File: src/rtl/alu_pkg.sv
// Shared definitions for the ALU built-in self-test: opcode encodings,
// datapath widths and the sweep controller state enumeration.
package alu_pkg;

  localparam int unsigned OP_W   = 3;
  localparam int unsigned DATA_W = 4;
  localparam int unsigned IDX_W  = OP_W + 2 * DATA_W;

  localparam logic [OP_W-1:0] OP_AND = 3'd0;
  localparam logic [OP_W-1:0] OP_OR  = 3'd1;
  localparam logic [OP_W-1:0] OP_XOR = 3'd2;
  localparam logic [OP_W-1:0] OP_NOT = 3'd3;
  localparam logic [OP_W-1:0] OP_ADD = 3'd4;
  localparam logic [OP_W-1:0] OP_SUB = 3'd5;
  localparam logic [OP_W-1:0] OP_SHL = 3'd6;
  localparam logic [OP_W-1:0] OP_SHR = 3'd7;

  typedef enum logic [2:0] {
    ST_IDLE,
    ST_DRIVE,
    ST_WAIT,
    ST_CHECK,
    ST_DONE
  } state_t;

endpackage

File: src/rtl/alu_model.sv
// Combinational golden model of the ALU under test: S, A, B -> expected F.
module alu_model
  import alu_pkg::*;
(
  input  logic [2:0] S,
  input  logic [3:0] A,
  input  logic [3:0] B,
  output logic [3:0] F
);

  // Reference result for every opcode; arithmetic wraps modulo 16.
  always_comb begin
    F = '0;
    case (S)
      OP_AND:  F = A & B;
      OP_OR:   F = A | B;
      OP_XOR:  F = A ^ B;
      OP_NOT:  F = ~A;
      OP_ADD:  F = A + B;
      OP_SUB:  F = A - B;
      OP_SHL:  F = {A[2:0], 1'b0};
      OP_SHR:  F = {1'b0, A[3:1]};
      default: F = '0;
    endcase
  end

endmodule

File: src/rtl/alu_bist.sv
// Exhaustive self-test sequencer for a 4-bit, 8-opcode ALU. Drives all
// 2048 {S,A,B} vectors, waits SETTLE_CYC cycles per vector, compares F
// against alu_model and reports a saturating error count plus the first
// failing vector.
module alu_bist
  import alu_pkg::*;
#(
  parameter int unsigned SETTLE_CYC = 1
) (
  input  logic        clk,
  input  logic        rst_n,
  input  logic        start,
  input  logic [3:0]  F,
  output logic [2:0]  S,
  output logic [3:0]  A,
  output logic [3:0]  B,
  output logic        busy,
  output logic        done,
  output logic        pass,
  output logic [7:0]  err_count,
  output logic [14:0] first_fail
);

  localparam logic [3:0] SETTLE_LOAD = 4'(SETTLE_CYC - 1);
  localparam logic [IDX_W-1:0] IDX_LAST = '1;

  state_t           state, state_nxt;
  logic [IDX_W-1:0] idx, idx_nxt;
  logic [3:0]       settle_cnt, settle_nxt;
  logic [2:0]       s_nxt;
  logic [3:0]       a_nxt, b_nxt;
  logic             busy_nxt, done_nxt, pass_nxt;
  logic [7:0]       err_nxt;
  logic [14:0]      ff_nxt;
  logic [3:0]       f_exp;

  alu_model u_model (
    .S (S),
    .A (A),
    .B (B),
    .F (f_exp)
  );

  // State and datapath registers; everything clears on reset.
  always_ff @(posedge clk or negedge rst_n) begin
    if (!rst_n) begin
      state      <= ST_IDLE;
      idx        <= '0;
      settle_cnt <= '0;
      S          <= '0;
      A          <= '0;
      B          <= '0;
      busy       <= 1'b0;
      done       <= 1'b0;
      pass       <= 1'b0;
      err_count  <= '0;
      first_fail <= '0;
    end else begin
      state      <= state_nxt;
      idx        <= idx_nxt;
      settle_cnt <= settle_nxt;
      S          <= s_nxt;
      A          <= a_nxt;
      B          <= b_nxt;
      busy       <= busy_nxt;
      done       <= done_nxt;
      pass       <= pass_nxt;
      err_count  <= err_nxt;
      first_fail <= ff_nxt;
    end
  end

  // Sweep sequencing: next state and next values of all registered outputs.
  always_comb begin
    state_nxt  = state;
    idx_nxt    = idx;
    settle_nxt = settle_cnt;
    s_nxt      = S;
    a_nxt      = A;
    b_nxt      = B;
    busy_nxt   = busy;
    done_nxt   = done;
    err_nxt    = err_count;
    ff_nxt     = first_fail;

    case (state)
      ST_IDLE, ST_DONE: begin
        if (start) begin
          state_nxt = ST_DRIVE;
          busy_nxt  = 1'b1;
          done_nxt  = 1'b0;
          err_nxt   = '0;
          ff_nxt    = '0;
          idx_nxt   = '0;
        end
      end
      ST_DRIVE: begin
        {s_nxt, a_nxt, b_nxt} = idx;
        if (SETTLE_CYC > 1) begin
          state_nxt  = ST_WAIT;
          settle_nxt = SETTLE_LOAD;
        end else begin
          state_nxt = ST_CHECK;
        end
      end
      ST_WAIT: begin
        // Loaded with SETTLE_CYC-1; leave on the cycle the count reads 1.
        if (settle_cnt <= 4'd1) begin
          settle_nxt = '0;
          state_nxt  = ST_CHECK;
        end else begin
          settle_nxt = settle_cnt - 4'd1;
        end
      end
      ST_CHECK: begin
        if (F != f_exp) begin
          if (err_count != 8'hFF) err_nxt = err_count + 8'd1;
          if (err_count == 8'd0) ff_nxt = {S, A, B, F};
        end
        if (idx == IDX_LAST) begin
          state_nxt = ST_DONE;
          busy_nxt  = 1'b0;
          done_nxt  = 1'b1;
        end else begin
          idx_nxt   = idx + 1'b1;
          state_nxt = ST_DRIVE;
        end
      end
      default: state_nxt = ST_IDLE;
    endcase

    pass_nxt = done_nxt && (err_nxt == 8'd0);
  end

endmodule
File: config.mk
export PLATFORM = sky130hd
export DESIGN_NAME = alu_bist
export DESIGN_NICKNAME = d
export VERILOG_FILES = /design/src/rtl/alu_pkg.sv /design/src/rtl/alu_model.sv /design/src/rtl/alu_bist.sv
export SDC_FILE = /design/constraint.sdc
export NUM_CORES = 1
export LEC_CHECK = 0
export CAP_MARGIN = 20
export CORE_MARGIN = 5
export CORE_UTILIZATION = 35
export CTS_CLUSTER_DIAMETER = 40
export DETAILED_ROUTE_END_ITERATION = 8
export PLACE_DENSITY_LB_ADDON = 0.1
export SLEW_MARGIN = 20
export SYNTH_ARGS = -nofsm -noshare
export SYNTH_HDL_FRONTEND = slang
export SYNTH_HIERARCHICAL = 1
export SYNTH_SLANG_ARGS = --single-unit
File: constraint.sdc
create_clock -name clk -period 3.4 [get_ports clk]
set_clock_uncertainty 0.2 [all_clocks]
set_input_delay 0.34 -clock clk [delete_from_list [all_inputs] [get_ports clk]]
set_output_delay 0.34 -clock clk [all_outputs]
set_load 0.01 [all_outputs]
-- After elaboration in Yosys (flattened, before gate mapping)
Cells that the tools add are included.
- flip-flop bits (word level): 55
- input port bits: 7
- word-level logic and storage cells: 75
- add/subtract/negate cells: 5
- $lt $le $gt $ge: 1
- equality and inequality tests: 20
- muxes and demuxes: 23
- bitwise gates (word level): 4
- reduce and logical (&&, ||, !) cells: 11
- operator list (operator ; number):
    15-bit 2-to-1 mux ; 3
    4-bit one-hot mux with 8 select lines ; 1
    15-bit one-hot mux with 2 select lines ; 1
    8-bit 2-to-1 mux ; 3
    11-bit 2-to-1 mux ; 2
    11-bit one-hot mux with 2 select lines ; 1
    8-bit zero test ; 2
    8-bit one-hot mux with 2 select lines ; 1
    3-bit == test, second input constant ; 5
    3-bit by 2-bit == test with 1-bit output, second input constant ; 4
    2-bit != test, second input constant ; 6
    3-bit one-hot mux with 4 select lines ; 1
    11-bit by 1-bit adder with 11-bit output, second input constant ; 1
    11-bit == test, second input constant ; 1
    3-bit 2-to-1 mux ; 3
    8-bit by 1-bit adder with 8-bit output, second input constant ; 1
    8-bit != test, second input constant ; 1
    3-bit by 1-bit == test with 1-bit output, second input constant ; 2
    3-bit zero test ; 2
    3-bit AND reduction ; 2
    4-bit adder ; 1
    4-bit AND ; 1
    4-bit by 1-bit less-or-equal comparator with 1-bit output, second input constant ; 1
    1-bit 2-to-1 mux ; 4
    13 further kinds ; 14

-- Depth between registers and ports, before layout
Gate-level depths: netlist of the first run.
- word-level depth: 7
- mapped depth: 17
- mapped depth without buffers: 16

-- Modules after synthesis
Netlist of the first run, hierarchy kept.
- modules (own cells, without submodules) (module ; times used ; cells each ; area each (sq um) ; seq. area each (sq um)):
    alu_bist ; 1 ; 259 ; 2625.0 ; 1376.3
    alu_model ; 1 ; 76 ; 575.6 ; 0.0

-- Worst setup path before layout of the first run
Ideal clock, no wire load.
- path type: reg-to-reg
- from: register B[0]
- to: register pass
- setup time: 98 ps
- data arrival time: 3411 ps
- data required time: 3102 ps
- setup slack: -309 ps
- cell stages (with the launch flop): 15
- path buffers: 1
- period minus slack after synthesis: 3709 ps
- cells stage by stage: dfrtp_1 -> inv_1 -> ha_1 -> nand2_1 -> o21ai_1 -> fa_1 -> o21ai_0 -> a221o_1 -> xor2_1 -> o41ai_4 -> or2_1 -> buf_2 -> mux2i_1 -> a21oi_1 -> nor4bb_2
- longest elaborated chain between the ends: 7
- elaborated cells between the ends (all ways): 11
- those cells by class: add/sub (2); eq/ne (1); mux (3); bitwise (3); reduce/logical (2)
- RTL lines (item ; line ; source):
    start, declared ; alu_bist.sv:16 ; output logic [3:0] B,
    start signal, assigned ; alu_bist.sv:64 ; B <= b_nxt;
    4-bit subtractor or 4-bit adder (tied branches) ; alu_model.sv:20, alu_model.sv:19 ;
    4-bit one-hot mux with 8 select lines * ; alu_model.sv:14 ; case (S)
    named net f_exp[1] ; alu_bist.sv:35 ; logic [3:0] f_exp;
    4-bit != test * ; alu_bist.sv:116 ; if (F != f_exp) begin
    8-bit 2-to-1 mux * ; alu_bist.sv:116 ;
    8-bit one-hot mux with 2 select lines * ; alu_bist.sv:86 ; case (state)
    8-bit zero test * ; alu_bist.sv:132 ; pass_nxt = done_nxt && (err_nxt == 8'd0);
    1-bit logical AND * ; alu_bist.sv:132 ;
    named net pass_nxt ; alu_bist.sv:32 ; logic busy_nxt, done_nxt, pass_nxt;
    end signal, assigned ; alu_bist.sv:67 ; pass <= pass_nxt;
    end, declared ; alu_bist.sv:19 ; output logic pass,
Mark *: on every way through the listed nets, which the timed path passes. The rest lies on a longest branch.
A chain may end at the register's enable or synchronous reset.

-- Worst setup path in the final report of the first run
- from: register B[1]
- to: register pass
- longest elaborated chain between the ends: 7
- elaborated cells between the ends (all ways): 11
- those cells by class: add/sub (2); eq/ne (1); mux (3); bitwise (3); reduce/logical (2)
- RTL lines (item ; line ; source):
    4-bit subtractor (tied with other cells) ; alu_model.sv:20 ; OP_SUB: F = A - B;
    4-bit one-hot mux with 8 select lines * ; alu_model.sv:14 ;
    named net f_exp[1] ; alu_bist.sv:35 ;
    4-bit != test * ; alu_bist.sv:116 ;
    8-bit 2-to-1 mux * ; alu_bist.sv:116 ;
    8-bit one-hot mux with 2 select lines * ; alu_bist.sv:86 ;
    8-bit zero test * ; alu_bist.sv:132 ;
    1-bit logical AND * ; alu_bist.sv:132 ;
    named net pass_nxt ; alu_bist.sv:32 ;
Marks and branches as above.

==> results of run 1 <==
==> logic make-up (layout without fill, tap and decap cells) <==
kind of cell             after synthesis  after routing  share of synthesized area [%]
AND/OR/NAND/NOR                      128            129                           20.1
AO/OA/AOI/OAI                         58             58                           11.9
flip-flops                            55             55                           43.0
buffers and inverters                 36             98                           5.00
multiplexers                          23             23                           8.05
adder cells (fa/ha/maj)               18             18                           7.27
XOR/XNOR                              17             17                           4.65
==> cell type report <==
| cell class | count | area (um^2) |
|---|---|---|
| Sequential cell | 55 | 1380 |
| Multi-Input combinational cell | 245 | 1830 |
| Fill cell | 861 | 4630 |
| Clock buffer | 7 | 96.3 |
| Inverter | 19 | 71.3 |
| Timing Repair Buffer | 71 | 661 |
| Tap cell | 108 | 135 |
| Clock inverter | 1 | 7.51 |
==> metrics by stage <==
step | setup slack, ns | hold WS, ns | util (%)
floorplan | -0.237 | -0.156 | -
global placement | -0.215 | 0.167 | 43.9
detailed placement | -0.248 | 0.167 | 43.9
CTS | -0.0982 | 0.301 | 46.2
global route | -0.253 | 0.343 | 47.5
finish | -0.107 | 0.300 | 47.5
==> sequential cells by signal, indices dropped and copies added (netlist names) <==
name	count
done	1
pass	1
settle_cnt	4
idx	11
state	3
first_fail	15
err_count	8
S	3
B	4
A	4
busy	1
==> per-layer routing <==
layer | global-route usage [%] | part of all wire, % | wire [um] | up-vias
met5 | 0 | 0 | 0 | -
met3 | 3.24 | 4.1 | 331 | 8
met1 | 19.2 | 48 | 3810 | 1257
met2 | 23.6 | 47 | 3770 | 39
li1 | - | - | - | 1283
met4 | 3.24 | 1.1 | 91 | 0
==> what timing repair did <==
action / 4_1_cts / 5_1_grt
resized for setup: 16 / 17
setup buffers: 2 / 4
endpoints found under the hold margin: 23 / 0
gates cloned: 1 / 1
endpoints found under the setup margin: 18 / 20
pin swaps: 13 / 10
hold buffers: 1 / 0
==> cell usage after synthesis (3+ instances only) <==
cell	count	area share, %
nand4_1	6	1.2
o31ai_1	3	0.70
o21ai_0	10	1.6
and2_1	3	0.59
nand3b_1	4	0.94
mux2i_1	10	3.1
nor4_1	3	0.59
xor2_1	12	3.3
o21ai_1	18	2.8
nand2b_1	3	0.59
mux2_2	12	4.2
xnor2_1	5	1.4
clkbuf_1	10	1.2
a21o_1	3	0.70
nor3_1	3	0.47
nand2_1	53	6.2
or2_1	3	0.59
inv_1	19	2.2
nor2_1	22	2.6
a21oi_1	7	1.1
nand3_1	11	1.7
dfrtp_1	55	43
ha_1	17	6.6
and3_1	6	1.2
==> worst min-delay path by stage <==
stage,from,end,slack (ns)
finish,busy,busy,0.30
floorplan,rst_n,A[0],-0.16
CTS,busy,busy,0.30
detailed placement,rst_n,first_fail[7],0.17
global route,first_fail[9],first_fail[9],0.34
global placement,rst_n,first_fail[7],0.17
==> critical path: cells and delay by family (launching register included) <==
| family | cells | cell delay [ns] |
|---|---|---|
| compound gates | 5 | 0.94 |
| flops | 1 | 0.42 |
| buf+inv | 2 | 0.25 |
| mux | 1 | 0.24 |
| simple gates | 3 | 0.44 |
| fa+ha+maj | 2 | 0.75 |
| xor+xnor | 1 | 0.17 |
==> placed cells by master, fill, tap and decap left out, types with 3 or more instances in the layout <==
master / n
clkdlybuf4s50_1: 42
nor4_1: 3
o21ai_1: 18
nand4_1: 6
nor3_1: 3
mux2_2: 12
a21o_1: 3
nor2_1: 21
dfrtp_2: 3
and2_1: 3
xor2_1: 10
inv_1: 17
xnor2_1: 5
nand2_1: 52
buf_4: 21
a21oi_1: 5
clkbuf_8: 7
nand3_1: 10
buf_6: 6
o21ai_0: 8
ha_1: 15
nand3b_1: 4
dfrtp_1: 52
and3_1: 6
mux2i_1: 9
nand2b_1: 3
==> power by group through the flow <==
stage,combinational [mW],clock [mW],sequential [mW]
2_1_floorplan,0.939,0,1.05
3_3_place_gp,1.55,0,1.03
3_5_place_dp,1.56,0,1.04
4_1_cts,1.69,0.423,1.02
5_1_grt,2.01,0.439,1.06
6_report,1.83,0.402,1.03
==> out/metrics.yaml, run 1 <==
floorplanning:
  dieArea_um2: 11200
  start_util_pct: 36.3
  core-area_um2: 8810
  io-pin-count: 44
  die_y_um: 106
  dieWidth_um: 106
  core.rowCount: 34
timing:
  setup_viol: 1
  hold_viol_final: 0
  finalCriticalPeriod_ns: 3.51
  rsz0062_at_grt: "true"
  slew_headroom_pct: 41.3
  setup-tns-final_ns: -0.107
  fmax_mhz: 285
  post-route-worst-setup-slack_ns: -0.107
  worst_pin_slew_ns: 0.878
  min_period_over_period_pct: 103
  slew_violations: 0
cells_and_area:
  stdcell_count: 506
  nets: 422
  stdcell_area_um2: 4180
  n_antenna_cell: 0
  area_growth_pct: 30.6
  drive_gt1_share_pct: 20.1
pwr:
  ir_drop_uv: 297
  p_comb_share_pct: 56.2
  power_density_nw_per_um2: 781
  cellInternalPower_mw: 1.95
  p_seq_share_pct: 31.5
  power.total_mw: 3.26
  leakagePower_nw: 1.86
  clkPwrFrac_pct: 12.3
  power_switching_mw: 1.31
  p_sw_share_pct: 40.2
grt:
  track_usage_pct: 14.3
  grt_pass1_vias: 2516
  antenna_found_initial: 0
  grt_pass1_wl_mm: 13.0
  grt_overflow: 0
  grt_max_degree: 33
clocking:
  clkTransAtPathRegs_ns: 0.10
  cts_made_buffers: 5
  cts_tree: "yes"
  htree_levels: 2
  clkLatencyLatePin_ns: 0.31
  cts_buffer_depth: 2
  cts.sinks: 55
  clk_root_buffer_cell: "clkbuf_8"
routing:
  routedWlPerCell_um: 15.8
  ant_nets: 0
  num_vias: 2587
  via_per_inst: 5.11
  wl_mm: 8.00
  drc_errors: 0
  firstDrtPassIters: 6
  drt_iter0_markers: 79
critical_path:
  endpoint: "pass"
  timing.rr.end: "pass"
  worstSetupStartpoint: "B[1]"
  cp-end-kind: "flip-flop"
  crit_required_ns: 3.42
  critPathKind: "flip-flop to flip-flop"
  cp_max_fo: 5
  rrSetupSlack_ns: -0.11
  worstRegToRegCells: 14
  r2r-start: "B[1]"
  cpMaxStageDelayCell: "fa_2"
  cpPeakStageDelay_ns: 0.54
  crit_arrival_ns: 3.53
  worstSetupStartpointType: "flip-flop"
  crit_chain: "inv_2, ha_4, nand2_4, o21ai_4, fa_2, o21ai_2, a221o_1, xor2_2, o41ai_4, buf_6, or2_4, mux2i_4, a21oi_2, nor4bb_2"
placement:
  dp_hpwl_mm: 5.67
  placedCellCount: 491
  port_buffers: 43
  routabilityCongestion: 0.821
  placed_area_um2: 3870
synth:
  ys_warn_count: 6
  synth-seq-cells: 55
  async_flop_share_pct: 100
  synth_area_per_cell_um2: 9.55
  synth_cell_types: 52
  ys_dominant_reg_cell: "dfrtp_1"
  synth_edf_count: 0
  synth_area_um2: 3200
  yosysSeqAreaShare_pct: 43.0
  synth_cells: 335
  mappedNetlistNets: 360
hold_path:
  min_path_cells: 2
  min_path_type: "flip-flop to flip-flop"
job:
  drv_cap: 0
run_status:
  status: "finished, violations left"
  violations: "setup timing"
Note: power is estimated with default switching activity, not from simulation.
==> run 2: changes to the inputs <==
CORE_MARGIN = 2   (was 5)
clock period = 3.38 ns   (was 3.4 ns; I/O delays follow)
==> out/metrics.yaml, run 2 (synthesis gave the netlist of run 1 again) <==
critical_path:
  cp-end-kind: "flip-flop"
  crit_arrival_ns: 3.53  # about the same
  cp_max_fo: 4  # -1
  critPathKind: "flip-flop to flip-flop"
  crit_required_ns: 3.40  # -0.02 ns
  worstSetupStartpointType: "flip-flop"
  worstRegToRegCells: 13  # -1
pwr:
  p_seq_share_pct: 31.5  # about the same
  clkPwrFrac_pct: 13.6  # +1.3 points
  cellInternalPower_mw: 1.98  # +1.5%
  power_switching_mw: 1.29  # -1.9%
  p_sw_share_pct: 39.4  # -0.81 points
  leakagePower_nw: 1.85  # -0.64%
  p_comb_share_pct: 54.9  # -1.3 points
  ir_drop_uv: 280  # -5.7%
  power.total_mw: 3.27  # +0.11%
  power_density_nw_per_um2: 789  # +1.0%
hold_path:
  min_path_cells: 2  # unchanged
  min_path_type: "flip-flop to flip-flop"
grt:
  grt_overflow: 0  # unchanged
  grt_pass1_wl_mm: 12.7  # -1.9%
  antenna_found_initial: 0  # unchanged
  grt_max_degree: 31  # -6.1%
  track_usage_pct: 16.0  # +1.7 points
  grt_pass1_vias: 2503  # -0.52%
job:
  drv_cap: 0  # unchanged
cells_and_area:
  area_growth_pct: 29.4
  regMostFlops: "first_fail"
  final_cell_mix: "52 x dfrtp_1, 52 x nand2_1, 42 x clkdlybuf4s50_1"
  drive_gt1_share_pct: 19.4  # -0.66 points
  largest_reg_flops: 15  # unchanged
  n_antenna_cell: 0  # unchanged
  top_regs: "first_fail: 15 flops, idx: 11 flops, err_count: 8 flops"
  nets: 420  # -0.47%
  utilization_pct: 47.0  # -0.43 points
  stdcell_area_um2: 4140  # -0.90%
floorplanning:
  io-pin-count: 44  # unchanged
  dieArea_um2: 9930  # -11%
  dieWidth_um: 99.6  # -5.7%
  die_y_um: 99.6  # -5.7%
  core.rowCount: 34  # unchanged
  core-area_um2: 8810  # unchanged
  start_util_pct: 36.3  # unchanged
clocking:
  cts_made_buffers: 5  # unchanged
  htree_levels: 2  # unchanged
  cts.sinks: 55  # unchanged
  cts_tree: "yes"
  clk_root_buffer_cell: "clkbuf_8"
  cts_buffer_depth: 2  # unchanged
  clkTransAtPathRegs_ns: 0.11  # about the same
  clkLatencyLatePin_ns: 0.32  # about the same
timing:
  post-route-worst-setup-slack_ns: -0.134  # -0.0265 ns
  slew_headroom_pct: 38.8  # -2.5 points
  slew_violations: 0  # unchanged
  worst_pin_slew_ns: 0.914  # +0.0369 ns
  setup_viol: 2  # +1
  fmax_mhz: 285  # -0.18%
  hold_viol_final: 0  # unchanged
  min_period_over_period_pct: 104  # +0.80 points
  finalCriticalPeriod_ns: 3.51  # +0.00645 ns
  rsz0062_at_grt: "true"
routing:
  drc_errors: 0  # unchanged
  num_vias: 2575  # -0.46%
  drt_iter0_markers: 86  # +8.9%
  ant_nets: 0  # unchanged
  routedWlPerCell_um: 15.1  # -4.5%
  wl_mm: 7.61  # -4.9%
  via_per_inst: 5.11  # about the same
  firstDrtPassIters: 4  # -2
placement:
  port_buffers: 43  # unchanged
  placed_area_um2: 3870  # +0.19%
  routabilityCongestion: 0.831  # +1.3%
  dp_hpwl_mm: 5.39  # -4.9%
run_status:
  violations: "setup timing"
  status: "finished, violations left"
-- run 2: power groups by stage --
stage / Combinational (mW) / Clock, mW / Sequential (mW)
after detailed placement: 1.58 / 0 / 1.04
after global placement: 1.56 / 0 / 1.04
after global routing: 1.97 / 0.490 / 1.07
final: 1.79 / 0.445 / 1.03
after floorplan: 0.955 / 0 / 1.06
after CTS: 1.67 / 0.472 / 1.03
-- run 2: layout make-up --
| type | count | area, um^2 |
|---|---|---|
| Tap cell | 108 | 135 |
| Clock buffer | 5 | 68.8 |
| Timing Repair Buffer | 70 | 642 |
| Clock inverter | 3 | 43.8 |
| Inverter | 19 | 71.3 |
| Fill cell | 845 | 4660 |
| Multi-Input combinational cell | 244 | 1800 |
| Sequential cell | 55 | 1380 |
-- run 2: per-stage QoR --
| step | setup TNS [ns] | hold slack, ns | std cells | setup slack [ns] |
|---|---|---|---|---|
| 2_1_floorplan | -0.245 | -0.158 | 335 | -0.245 |
| 3_3_place_gp | -1.99 | 0.181 | 491 | -0.187 |
| 3_5_place_dp | -3.06 | 0.183 | 491 | -0.206 |
| 4_1_cts | -0.142 | 0.295 | 502 | -0.135 |
| 5_1_grt | -2.55 | 0.342 | 504 | -0.247 |
| 6_report | -0.223 | 0.292 | 504 | -0.134 |
-- run 2: layer usage --
metal	global-route usage, %	vias to the layer above	part of all wire (%)	wire length [um]
met1	23.3	1247	49	3740
met5	0	-	0	0
li1	-	1280	-	-
met4	5.37	0	1.6	119
met3	2.60	8	2.7	202
met2	24.2	40	47	3550
-- run 2: worst max-delay path: stages (launching register included) --
cell and delay [ns]:
dfrtp_2 0.42, inv_2 0.08, ha_4 0.20, nand2_2 0.05, o21ai_2 0.06, fa_2 0.51, o21ai_1 0.05, a221o_1 0.34
xor2_2 0.17, o41ai_4 0.47, or2_4 0.23, mux2i_4 0.25, a21oi_2 0.08, nor4bb_2 0.31
-- run 2: path summary, 6_finish.rpt --
kind                        from             end  slack (ns)
min reg2reg                 busy            busy        0.29
min in group asynchronous  rst_n  first_fail[10]        0.36
max                         B[1]            pass       -0.13
min                         busy            busy        0.29
max in group asynchronous  rst_n   settle_cnt[0]        1.82
max reg2reg                 B[1]            pass       -0.13
-- run 2: what timing repair did --
| action | CTS | global route |
|---|---|---|
| endpoints found under the hold margin | 25 | 0 |
| hold buffers | 1 | 0 |
| pin swaps | 8 | 18 |
| endpoints found under the setup margin | 16 | 23 |
| setup buffers | 2 | 2 |
| resized for setup | 7 | 16 |
==> run 3: changes to the inputs <==
CORE_MARGIN = 4   (was 2)
==> out/metrics.yaml, run 3 (synthesis gave the netlist of run 1 again) <==
routing:
  drc_errors: 0  # unchanged
  wl_mm: 7.89  # +3.8%
  num_vias: 2586  # +0.43%
  routedWlPerCell_um: 15.7  # +4.2%
  drt_iter0_markers: 82  # -4.7%
  firstDrtPassIters: 4  # unchanged
  ant_nets: 0  # unchanged
  via_per_inst: 5.15  # +0.83%
critical_path:
  crit_chain: "inv_2, ha_4, nand2_2, o21ai_2, fa_2, o21ai_2, a221o_1, xor2_2, o41ai_4, or2_1, mux2i_2, a21oi_2, nor4bb_2"
  worstSetupStartpointType: "flip-flop"
  cpPeakStageDelay_ns: 0.53  # +0.02 ns
  crit_top_cell: "o21ai_2"
  crit_required_ns: 3.40  # about the same
  cp_max_fo: 4  # unchanged
  cpMaxStageDelayCell: "fa_2"
  worstPathBufferInverterCount: 1  # unchanged
  critical_path.top_delay_family: "compound AO/OA/AOI/OAI gates"
  crit_arrival_ns: 3.48  # -0.05 ns
  critPathKind: "flip-flop to flip-flop"
  cp-end-kind: "flip-flop"
clocking:
  clk_root_buffer_cell: "clkbuf_8"
  cts_made_buffers: 5  # unchanged
  clkLatencyLatePin_ns: 0.31  # about the same
  cts_buffer_depth: 2  # unchanged
  cts_tree: "yes"
  htree_levels: 2  # unchanged
  cts.sinks: 55  # unchanged
  clkTransAtPathRegs_ns: 0.10  # about the same
cells_and_area:
  final_cell_mix: "52 x dfrtp_1, 52 x nand2_1, 42 x clkdlybuf4s50_1"
  stdcell_area_um2: 4050  # -2.3%
  top_regs: "first_fail: 15 flops, idx: 11 flops, err_count: 8 flops"
  nets: 418  # -0.48%
  drive_gt1_share_pct: 18.3  # -1.2 points
  n_antenna_cell: 0  # unchanged
  regMostFlops: "first_fail"
  area_growth_pct: 26.5
  largest_reg_flops: 15  # unchanged
  stdcell_count: 502  # -0.40%
  utilization_pct: 46.0  # -1.1 points
floorplanning:
  die_y_um: 104  # +4.0%
  io-pin-count: 44  # unchanged
  core.rowCount: 34  # unchanged
  start_util_pct: 36.3  # unchanged
  core-area_um2: 8810  # unchanged
  dieWidth_um: 104  # +4.0%
  dieArea_um2: 10700  # +8.2%
timing:
  fmax_mhz: 289  # +1.6%
  finalCriticalPeriod_ns: 3.46  # -0.0552 ns
  worst_pin_slew_ns: 0.917  # +0.00298 ns
  post-route-worst-setup-slack_ns: -0.0783  # +0.0552 ns
  slew_violations: 0  # unchanged
  min_period_over_period_pct: 102  # -1.6 points
  rsz0062_at_grt: "true"
  slew_headroom_pct: 38.6  # -0.20 points
  setup-tns-final_ns: -0.0783  # +0.145 ns
  hold_viol_final: 0  # unchanged
  setup_viol: 1  # -1
grt:
  grt_pass1_vias: 2534  # +1.2%
  track_usage_pct: 14.7  # -1.3 points
  grt_overflow: 0  # unchanged
  grt_max_degree: 36  # +16%
  antenna_found_initial: 0  # unchanged
  grt_pass1_wl_mm: 13.1  # +3.0%
placement:
  port_buffers: 43  # unchanged
  pre_cts_ws_ns: -0.160  # +0.0465 ns
  placedCellCount: 492  # +0.20%
  placed_area_um2: 3880  # +0.19%
  routabilityCongestion: 0.834  # +0.40%
  dp_hpwl_mm: 5.67  # +5.2%
pwr:
  leakagePower_nw: 1.81  # -2.1%
  ir_drop_uv: 265  # -5.2%
  power_density_nw_per_um2: 760  # -3.7%
job:
  drv_cap: 0  # unchanged
run_status:
  status: "finished, violations left"
  violations: "setup timing"
hold_path:
  min_path_type: "flip-flop to flip-flop"
==> run 3: cell types whose count changed in the layout (fill, tap and decap cells not counted), sizes merged <==
cell,previous run,this run
buf,27,24
clkbuf,5,7
bufinv,1,0
clkinv,2,1
nor2,22,23
==> run 3: worst register-to-register path: cells and delay by family, from the launching register on <==
family	cells	cell delay, ns
muxes	1	0.29
adders and majority gates	2	0.73
and+or+nand+nor	3	0.52
AOI/OAI and AO/OA	5	0.98
buffers and inverters	1	0.08
DFF	1	0.42
xor gates and xnor gates	1	0.17
==> run 3: through the flow <==
stage          power [mW]  hold WS, ns
3_3_place_gp         2.61        0.265
6_report             3.08        0.291
3_5_place_dp         2.63        0.277
4_1_cts              3.03        0.302
5_1_grt              3.35        0.345
2_1_floorplan        2.02       -0.158
==> run 3: cell type report <==
class,count,area (um^2)
fillers,866,4760
multi-input cells,245,1770
flip-flops and latches,55,1380
repair buffers,67,608
well taps,108,135
clock buffers,7,76.3
inverters,19,71.3
clock inverters,1,5.00
==> run 3: routing by layer <==
metal / part of all wire (%) / global-route usage (%)
met1: 49 / 20.8
met2: 47 / 23.2
met3: 3.4 / 3.11
met4: 0.90 / 3.51
met5: 0 / 0
==> run 3: final timing paths <==
check	startpoint	to	slack [ns]	cells past startpoint
min in group asynchronous	rst_n	first_fail[0]	0.47	2
max in group asynchronous	rst_n	busy	1.81	3
setup reg to reg	B[0]	pass	-0.08	13
hold / removal	busy	busy	0.29	2
setup / recovery	B[0]	pass	-0.08	13
hold reg to reg	busy	busy	0.29	2
==> run 3: timing repair <==
| item | in CTS | in global routing |
|---|---|---|
| hold buffers | 1 | 0 |
| endpoints found under the hold margin | 33 | 0 |
| pin swaps | 0 | 9 |
| cloned | 0 | 1 |
| setup buffers | 0 | 1 |
| setup endpoints to repair | 17 | 19 |
| resized for setup | 3 | 11 |
==> run 3: power breakdown <==
part / total (mW) / internal, mW / switching [mW] / leakage, nW
logic: 1.69 / 0.856 / 0.831 / 1.05
registers: 1.03 / 0.828 / 0.198 / 0.718
clock network: 0.361 / 0.146 / 0.214 / 0.0422
total: 3.08 / 1.83 / 1.24 / 1.81
